`src/rtl/rf_wb_scheduler.sv`:
```
// rf_wb_scheduler: register-file write-port scheduler for the in-order core.
// ALU and MEM writebacks share one write port through a round-robin arbiter.
// A per-register pending scoreboard stalls issue on RAW/WAW hazards until the
// producing write has reached the register file.
//
// Ports:
//   clk, rst_sync                     clock, synchronous active-high reset
//   i_iss_vld, i_iss_rd/rs1/rs2_addr  issue request from decode
//   o_iss_stall                       hazard, decode holds (combinational)
//   i_alu_vld/addr/dt, o_alu_rdy      ALU writeback handshake (rdy combinational)
//   i_mem_vld/addr/dt, o_mem_rdy      MEM writeback handshake (rdy combinational)
//   o_wr_en, o_wr_addr_3, o_wr_dt     register-file write port (registered)
//   o_pend                            scoreboard, one bit per register
//   o_err_unexp                       sticky: writeback hit a non-pending register
module rf_wb_scheduler #(
  parameter int unsigned NBW_ADDR = 5,
  parameter int unsigned NBW_DATA = 32
) (
  input  logic                       clk,
  input  logic                       rst_sync,
  input  logic                       i_iss_vld,
  input  logic [NBW_ADDR-1:0]        i_iss_rd_addr,
  input  logic [NBW_ADDR-1:0]        i_iss_rs1_addr,
  input  logic [NBW_ADDR-1:0]        i_iss_rs2_addr,
  output logic                       o_iss_stall,
  input  logic                       i_alu_vld,
  input  logic [NBW_ADDR-1:0]        i_alu_addr,
  input  logic [NBW_DATA-1:0]        i_alu_dt,
  output logic                       o_alu_rdy,
  input  logic                       i_mem_vld,
  input  logic [NBW_ADDR-1:0]        i_mem_addr,
  input  logic [NBW_DATA-1:0]        i_mem_dt,
  output logic                       o_mem_rdy,
  output logic                       o_wr_en,
  output logic [NBW_ADDR-1:0]        o_wr_addr_3,
  output logic [NBW_DATA-1:0]        o_wr_dt,
  output logic [(2**NBW_ADDR)-1:0]   o_pend,
  output logic                       o_err_unexp
);

  localparam int unsigned NREG = 2**NBW_ADDR;

  // Last-grant pointer: the source named here loses the next conflict.
  typedef enum logic {
    GNT_ALU = 1'b0,
    GNT_MEM = 1'b1
  } gnt_e;

  gnt_e                last_q;
  gnt_e                last_d;
  logic                gnt_alu;
  logic                gnt_mem;
  logic                gnt_any;
  logic [NBW_ADDR-1:0] sel_addr;
  logic [NBW_DATA-1:0] sel_dt;
  logic                sel_nz;

  logic                wr_en_q;
  logic                wr_en_d;
  logic [NBW_ADDR-1:0] wr_addr_q;
  logic [NBW_ADDR-1:0] wr_addr_d;
  logic [NBW_DATA-1:0] wr_dt_q;
  logic [NBW_DATA-1:0] wr_dt_d;
  logic [NREG-1:0]     pend_q;
  logic [NREG-1:0]     pend_d;
  logic                err_q;
  logic                err_d;
  logic                iss_stall_c;
  logic                iss_set_c;

  // Round-robin arbiter and pointer next-state.
  always_comb begin : arb_comb
    last_d  = last_q;
    gnt_alu = 1'b0;
    gnt_mem = 1'b0;
    case ({i_alu_vld, i_mem_vld})
      2'b10:   gnt_alu = 1'b1;
      2'b01:   gnt_mem = 1'b1;
      2'b11: begin
        gnt_alu = (last_q == GNT_MEM);
        gnt_mem = (last_q == GNT_ALU);
      end
      default: ;
    endcase
    if (gnt_alu) begin
      last_d = GNT_ALU;
    end else if (gnt_mem) begin
      last_d = GNT_MEM;
    end
  end

  assign gnt_any  = gnt_alu | gnt_mem;
  assign sel_addr = gnt_alu ? i_alu_addr : i_mem_addr;
  assign sel_dt   = gnt_alu ? i_alu_dt : i_mem_dt;
  assign sel_nz   = (sel_addr != '0);

  // Write-port next-state; an x0 transfer is consumed without a write.
  always_comb begin : wr_comb
    wr_en_d   = 1'b0;
    wr_addr_d = wr_addr_q;
    wr_dt_d   = wr_dt_q;
    if (gnt_any && sel_nz) begin
      wr_en_d   = 1'b1;
      wr_addr_d = sel_addr;
      wr_dt_d   = sel_dt;
    end
    err_d = err_q | (gnt_any & sel_nz & ~pend_q[sel_addr]);
  end

  // Hazard detection; pend_q[0] is held at zero so x0 never stalls.
  assign iss_stall_c = i_iss_vld & (pend_q[i_iss_rs1_addr] |
                                    pend_q[i_iss_rs2_addr] |
                                    pend_q[i_iss_rd_addr]);
  assign iss_set_c   = i_iss_vld & ~iss_stall_c & (i_iss_rd_addr != '0);

  // Scoreboard next-state; a set after the clear makes set win on collision.
  always_comb begin : pend_comb
    pend_d = pend_q;
    if (wr_en_q) begin
      pend_d[wr_addr_q] = 1'b0;
    end
    if (iss_set_c) begin
      pend_d[i_iss_rd_addr] = 1'b1;
    end
    pend_d[0] = 1'b0;
  end

  // State registers; transfers accepted during reset are dropped here.
  always_ff @(posedge clk) begin : regs
    if (rst_sync) begin
      last_q    <= GNT_MEM;
      wr_en_q   <= 1'b0;
      wr_addr_q <= '0;
      wr_dt_q   <= '0;
      pend_q    <= '0;
      err_q     <= 1'b0;
    end else begin
      last_q    <= last_d;
      wr_en_q   <= wr_en_d;
      wr_addr_q <= wr_addr_d;
      wr_dt_q   <= wr_dt_d;
      pend_q    <= pend_d;
      err_q     <= err_d;
    end
  end

  assign o_iss_stall = iss_stall_c;
  assign o_alu_rdy   = gnt_alu;
  assign o_mem_rdy   = gnt_mem;
  assign o_wr_en     = wr_en_q;
  assign o_wr_addr_3 = wr_addr_q;
  assign o_wr_dt     = wr_dt_q;
  assign o_pend      = pend_q;
  assign o_err_unexp = err_q;

endmodule
```
`config.mk`:
```
export PLATFORM = sky130hd
export DESIGN_NAME = rf_wb_scheduler
export DESIGN_NICKNAME = d
export VERILOG_FILES = /design/src/rtl/rf_wb_scheduler.sv
export SDC_FILE = /design/constraint.sdc
export NUM_CORES = 1
export LEC_CHECK = 0
export BUFFER_PORTS_ARGS = -buffer_cell sky130_fd_sc_hd__buf_2
export CAP_MARGIN = 25
export CORE_MARGIN = 3
export CORE_UTILIZATION = 45
export DETAILED_ROUTE_END_ITERATION = 8
export GPL_TIMING_DRIVEN = 0
export PLACE_DENSITY = 0.77
export SYNTH_ARGS = -nofsm -noshare
export SYNTH_HDL_FRONTEND = slang
export SYNTH_SLANG_ARGS = --single-unit
```
`constraint.sdc`:
```
create_clock -name clk -period 4.1 [get_ports clk]
set_input_delay 1.23 -clock clk [delete_from_list [all_inputs] [get_ports clk]]
set_output_delay 1.23 -clock clk [all_outputs]
set_load 0.05 [all_outputs]
```
==> results.yml <==
synthesis:
  synth_cell_type_count: 56
  avgSynthCellArea_um2: 8.04
  synth_edf_count: 0
  async_reset_ff_frac: 0
  syn-cell-area_mm2: 0.00450
  ys_ff_latch: 71
  syn_inst: 560
  syn_nets: 654
  yosys.area_share.simple: 0.253
  synthAdderAreaFrac: 0
  synth_area_leaders: "dfxtp_1 (32%), mux2i_1 (9.6%), nand2_1 (8.2%)"
  ys.flop_type: "dfxtp_1"
  yosysWarnings: 0
  synth_top_family_by_area: "simple AND/OR/NAND/NOR gates"
  synth_top_area_cell: "dfxtp_1"
  ys_seq_area_frac: 0.316
  yosysTopAreaCellShare: 0.316
  synth_xor_area_frac: 0
  synth_mux_area_frac: 0.179
  synth_compound_area_frac: 0.206
clock_network:
  root_buffer: "clkbuf_8"
  cts_made_buffers: 9
  clk_latency_ns: 0.36
  postCtsHoldBufs: 0
  clkTransAtPathRegs_ns: 0.07
  cts_max_level: 3
  clock_path_buffers: 2
  cts.sinks: 71
  cts_tree: "built"
routing:
  vias_per_cell: 6.11
  drt-total-wl_um: 16900
  drtIter0Drc: 607
  dr_total_vias: 5307
  detail_route.wl_per_cell_um: 19.5
  postRouteAntennaNets: 0
  drc: 0
  firstDrtPassIters: 9
sta:
  slew_headroom: 0.581
  setup_viol: 1
  max_freq_ghz: 0.233
  hold_viol: 0
  rsz0062_at_grt: "true"
  final_max_slew_viol_count: 0
  worst_pin_slew_ns: 0.617
  period_minus_slack_ns: 4.28
  fin_crit_sh: 1.04
  worst_slack_ns: -0.183
  skew_ns: 0.00692
placed_design:
  placed_area_mm2: 0.00550
  dp.cells: 848
  pre_cts_slack_ns: -0.483
  hpwl_um: 12500
  port_buffers: 159
  place_congestion: 0.933
floorplanning:
  fp-row-count: 35
  io_pins: 168
  die_x_um: 106
  core_area_mm2: 0.00950
  die_h_um: 106
  die_area_mm2: 0.0112
  initial_core_util: 0.474
worst_setup_path:
  slowest_delay_ns: 0.40
  endpoint_kind: "output pin"
  cpMaxStageDelayCell: "or3_4"
  worstReg2RegEnd: "o_err_unexp"
  reg2reg_from: "last_q"
  path_common_cell: "buf_8"
  r2r_slack_ns: 1.40
  r2r_cells: 7
  worstPathCellList: "buf_8 > buf_8 > mux2_4 > a221oi_4 > nor4_4 > or3_4 > nor4_4 > nor2b_4 > buf_8"
  start_kind: "input pin"
  cp.buffers_inverters: 3
  worstSetupPathType: "input pin to output pin"
  crit_fanout: 6
  worstPathArrival_ns: 3.05
  crit_required_ns: 2.87
  cp_top_family: "simple AND/OR/NAND/NOR gates"
min_path:
  hp-start: "last_q"
  min_path_type: "flip-flop to flip-flop"
  hold_depth: 2
  hold_path_end: "last_q"
pwr:
  peakVddDrop_mv: 0.174
  power_leakage_nw: 2.63
  p_comb_frac: 0.262
  powerDensity_mw_per_mm2: 338
  internal_power_w: 0.00133
  p_sw_frac: 0.331
  switchingPower_w: 0.000662
  clockPowerShare: 0.358
  pwr-share-seq: 0.380
cells_and_area:
  post-route-util: 0.621
  fin_cells: 868
  drive_gt1_frac: 0.315
  final_nets: 828
  antenna_cells: 0
  area_growth_pct: 31.0
  post-route-cell-area_mm2: 0.00590
grt:
  antenna_found_initial: 0
  grt_pass1_vias: 5057
  grt_max_degree: 20
  overflow: 0
  grt_use_total: 0.290
  grt_pass1_wl_um: 26000
status:
  violations: "setup timing"
  status: "finished with violations"
job:
  maxCapViolCount: 0
## worst max path at each step
stage / startpoint / endpoint / slack, ns / depth (start not counted)
6_report: i_iss_rs2_addr[2] / o_iss_stall / -0.18 / 9
5_1_grt: i_iss_rs1_addr[0] / o_iss_stall / -0.23 / 8
4_1_cts: i_iss_rs2_addr[2] / o_iss_stall / -0.24 / 9
3_5_place_dp: i_iss_rs2_addr[2] / o_iss_stall / -0.48 / 9
3_3_place_gp: i_iss_rs2_addr[2] / o_iss_stall / -0.47 / 9
2_1_floorplan: i_iss_rs2_addr[2] / o_iss_stall / 0.001 / 7
## worst reg2reg max path: stages, from the launching register on
cell	delay, ns
dfxtp_1	0.31
nand2b_1	0.27
nand2_4	0.29
mux2i_2	0.60
mux2_2	0.40
a221o_1	0.34
a211oi_1	0.26
a221o_1	0.16
## cell usage after synthesis, types with 5 or more instances
cell       n
mux4_2    10
nand3_1   37
a211oi_1   5
a21oi_1    8
dfxtp_1   71
nand2_1   98
nor2_1    54
nor2b_1   11
o21ai_0   27
buf_2      8
o211ai_1  17
a311oi_1  32
clkbuf_1  32
mux2_2    12
nor3b_1    9
mux2i_1   43
inv_1      9
o22ai_1    5
and3_1     5
nand3b_1   8
## kinds of logic (layout without fill, tap and decap cells)
family | Yosys count | after routing
other | 1 | 1
and+or+nand+nor | 242 | 242
buffers and inverters | 52 | 231
DFF | 71 | 71
AOI/OAI and AO/OA | 128 | 128
muxes | 66 | 66
## stage by stage
| stage | total power [W] | TNS, ns | hold WS, ns |
|---|---|---|---|
| 6_report | 0.00200 | -0.183 | 0.488 |
| 5_1_grt | 0.00207 | -0.234 | 0.516 |
| 4_1_cts | 0.00199 | -0.243 | 0.493 |
| 3_5_place_dp | 0.00127 | -0.847 | 0.473 |
| 3_3_place_gp | 0.00126 | -0.782 | 0.453 |
| 2_1_floorplan | 0.00112 | 0 | 0.440 |
## registers in the layout (all words and copies together), names as in the netlist
signal and count:
o_err_unexp 1, last_q 1, o_wr_dt 32, o_wr_addr_3 5
o_pend 31, o_wr_en 1
## timing repair
action                                  4_1_cts  5_1_grt
pin swaps                                     3        5
endpoints found under the hold margin         0        0
endpoints found under the setup margin        3        3
gates resized for setup                      13       16
setup buffers                                 4        2
## per-layer routing
layer	track usage	routed length (um)	vias to the layer above
li1	-	-	2425
met1	0.366	6640	2457
met2	0.462	7790	348
met3	0.0674	1760	77
met4	0.151	735	0
met5	0	0	-
## area by class of cell
| type | count | area, um2 |
|---|---|---|
| Timing Repair Buffer | 165 | 863 |
| Multi-Input combinational cell | 437 | 2950 |
| Tap cell | 129 | 161 |
| Sequential cell | 71 | 1420 |
| Clock buffer | 11 | 151 |
| Buffer | 40 | 206 |
| Inverter | 10 | 40.0 |
| Clock inverter | 5 | 104 |
| Fill cell | 854 | 3600 |
## power groups by stage
stage	Clock [W]	Combinational (W)	Sequential, W
floorplan	0	0.000221	0.000898
global placement	0	0.000491	0.000771
detailed placement	0	0.000499	0.000773
CTS	0.000722	0.000509	0.000757
global route	0.000751	0.000560	0.000762
finish	0.000715	0.000523	0.000758
## placed cells by master (no fill, tap or decap), types with 9 or more instances in the layout
cell type	n
nand2_1	98
mux2i_1	43
nor2_1	54
o21ai_0	27
clkbuf_1	27
nor2b_1	9
clkbuf_8	11
buf_2	162
mux2_2	10
o211ai_1	17
inv_1	9
a311oi_1	32
mux4_2	10
dfxtp_1	71
nand3_1	37
No activity file was read; power rests on OpenSTA's default activity.
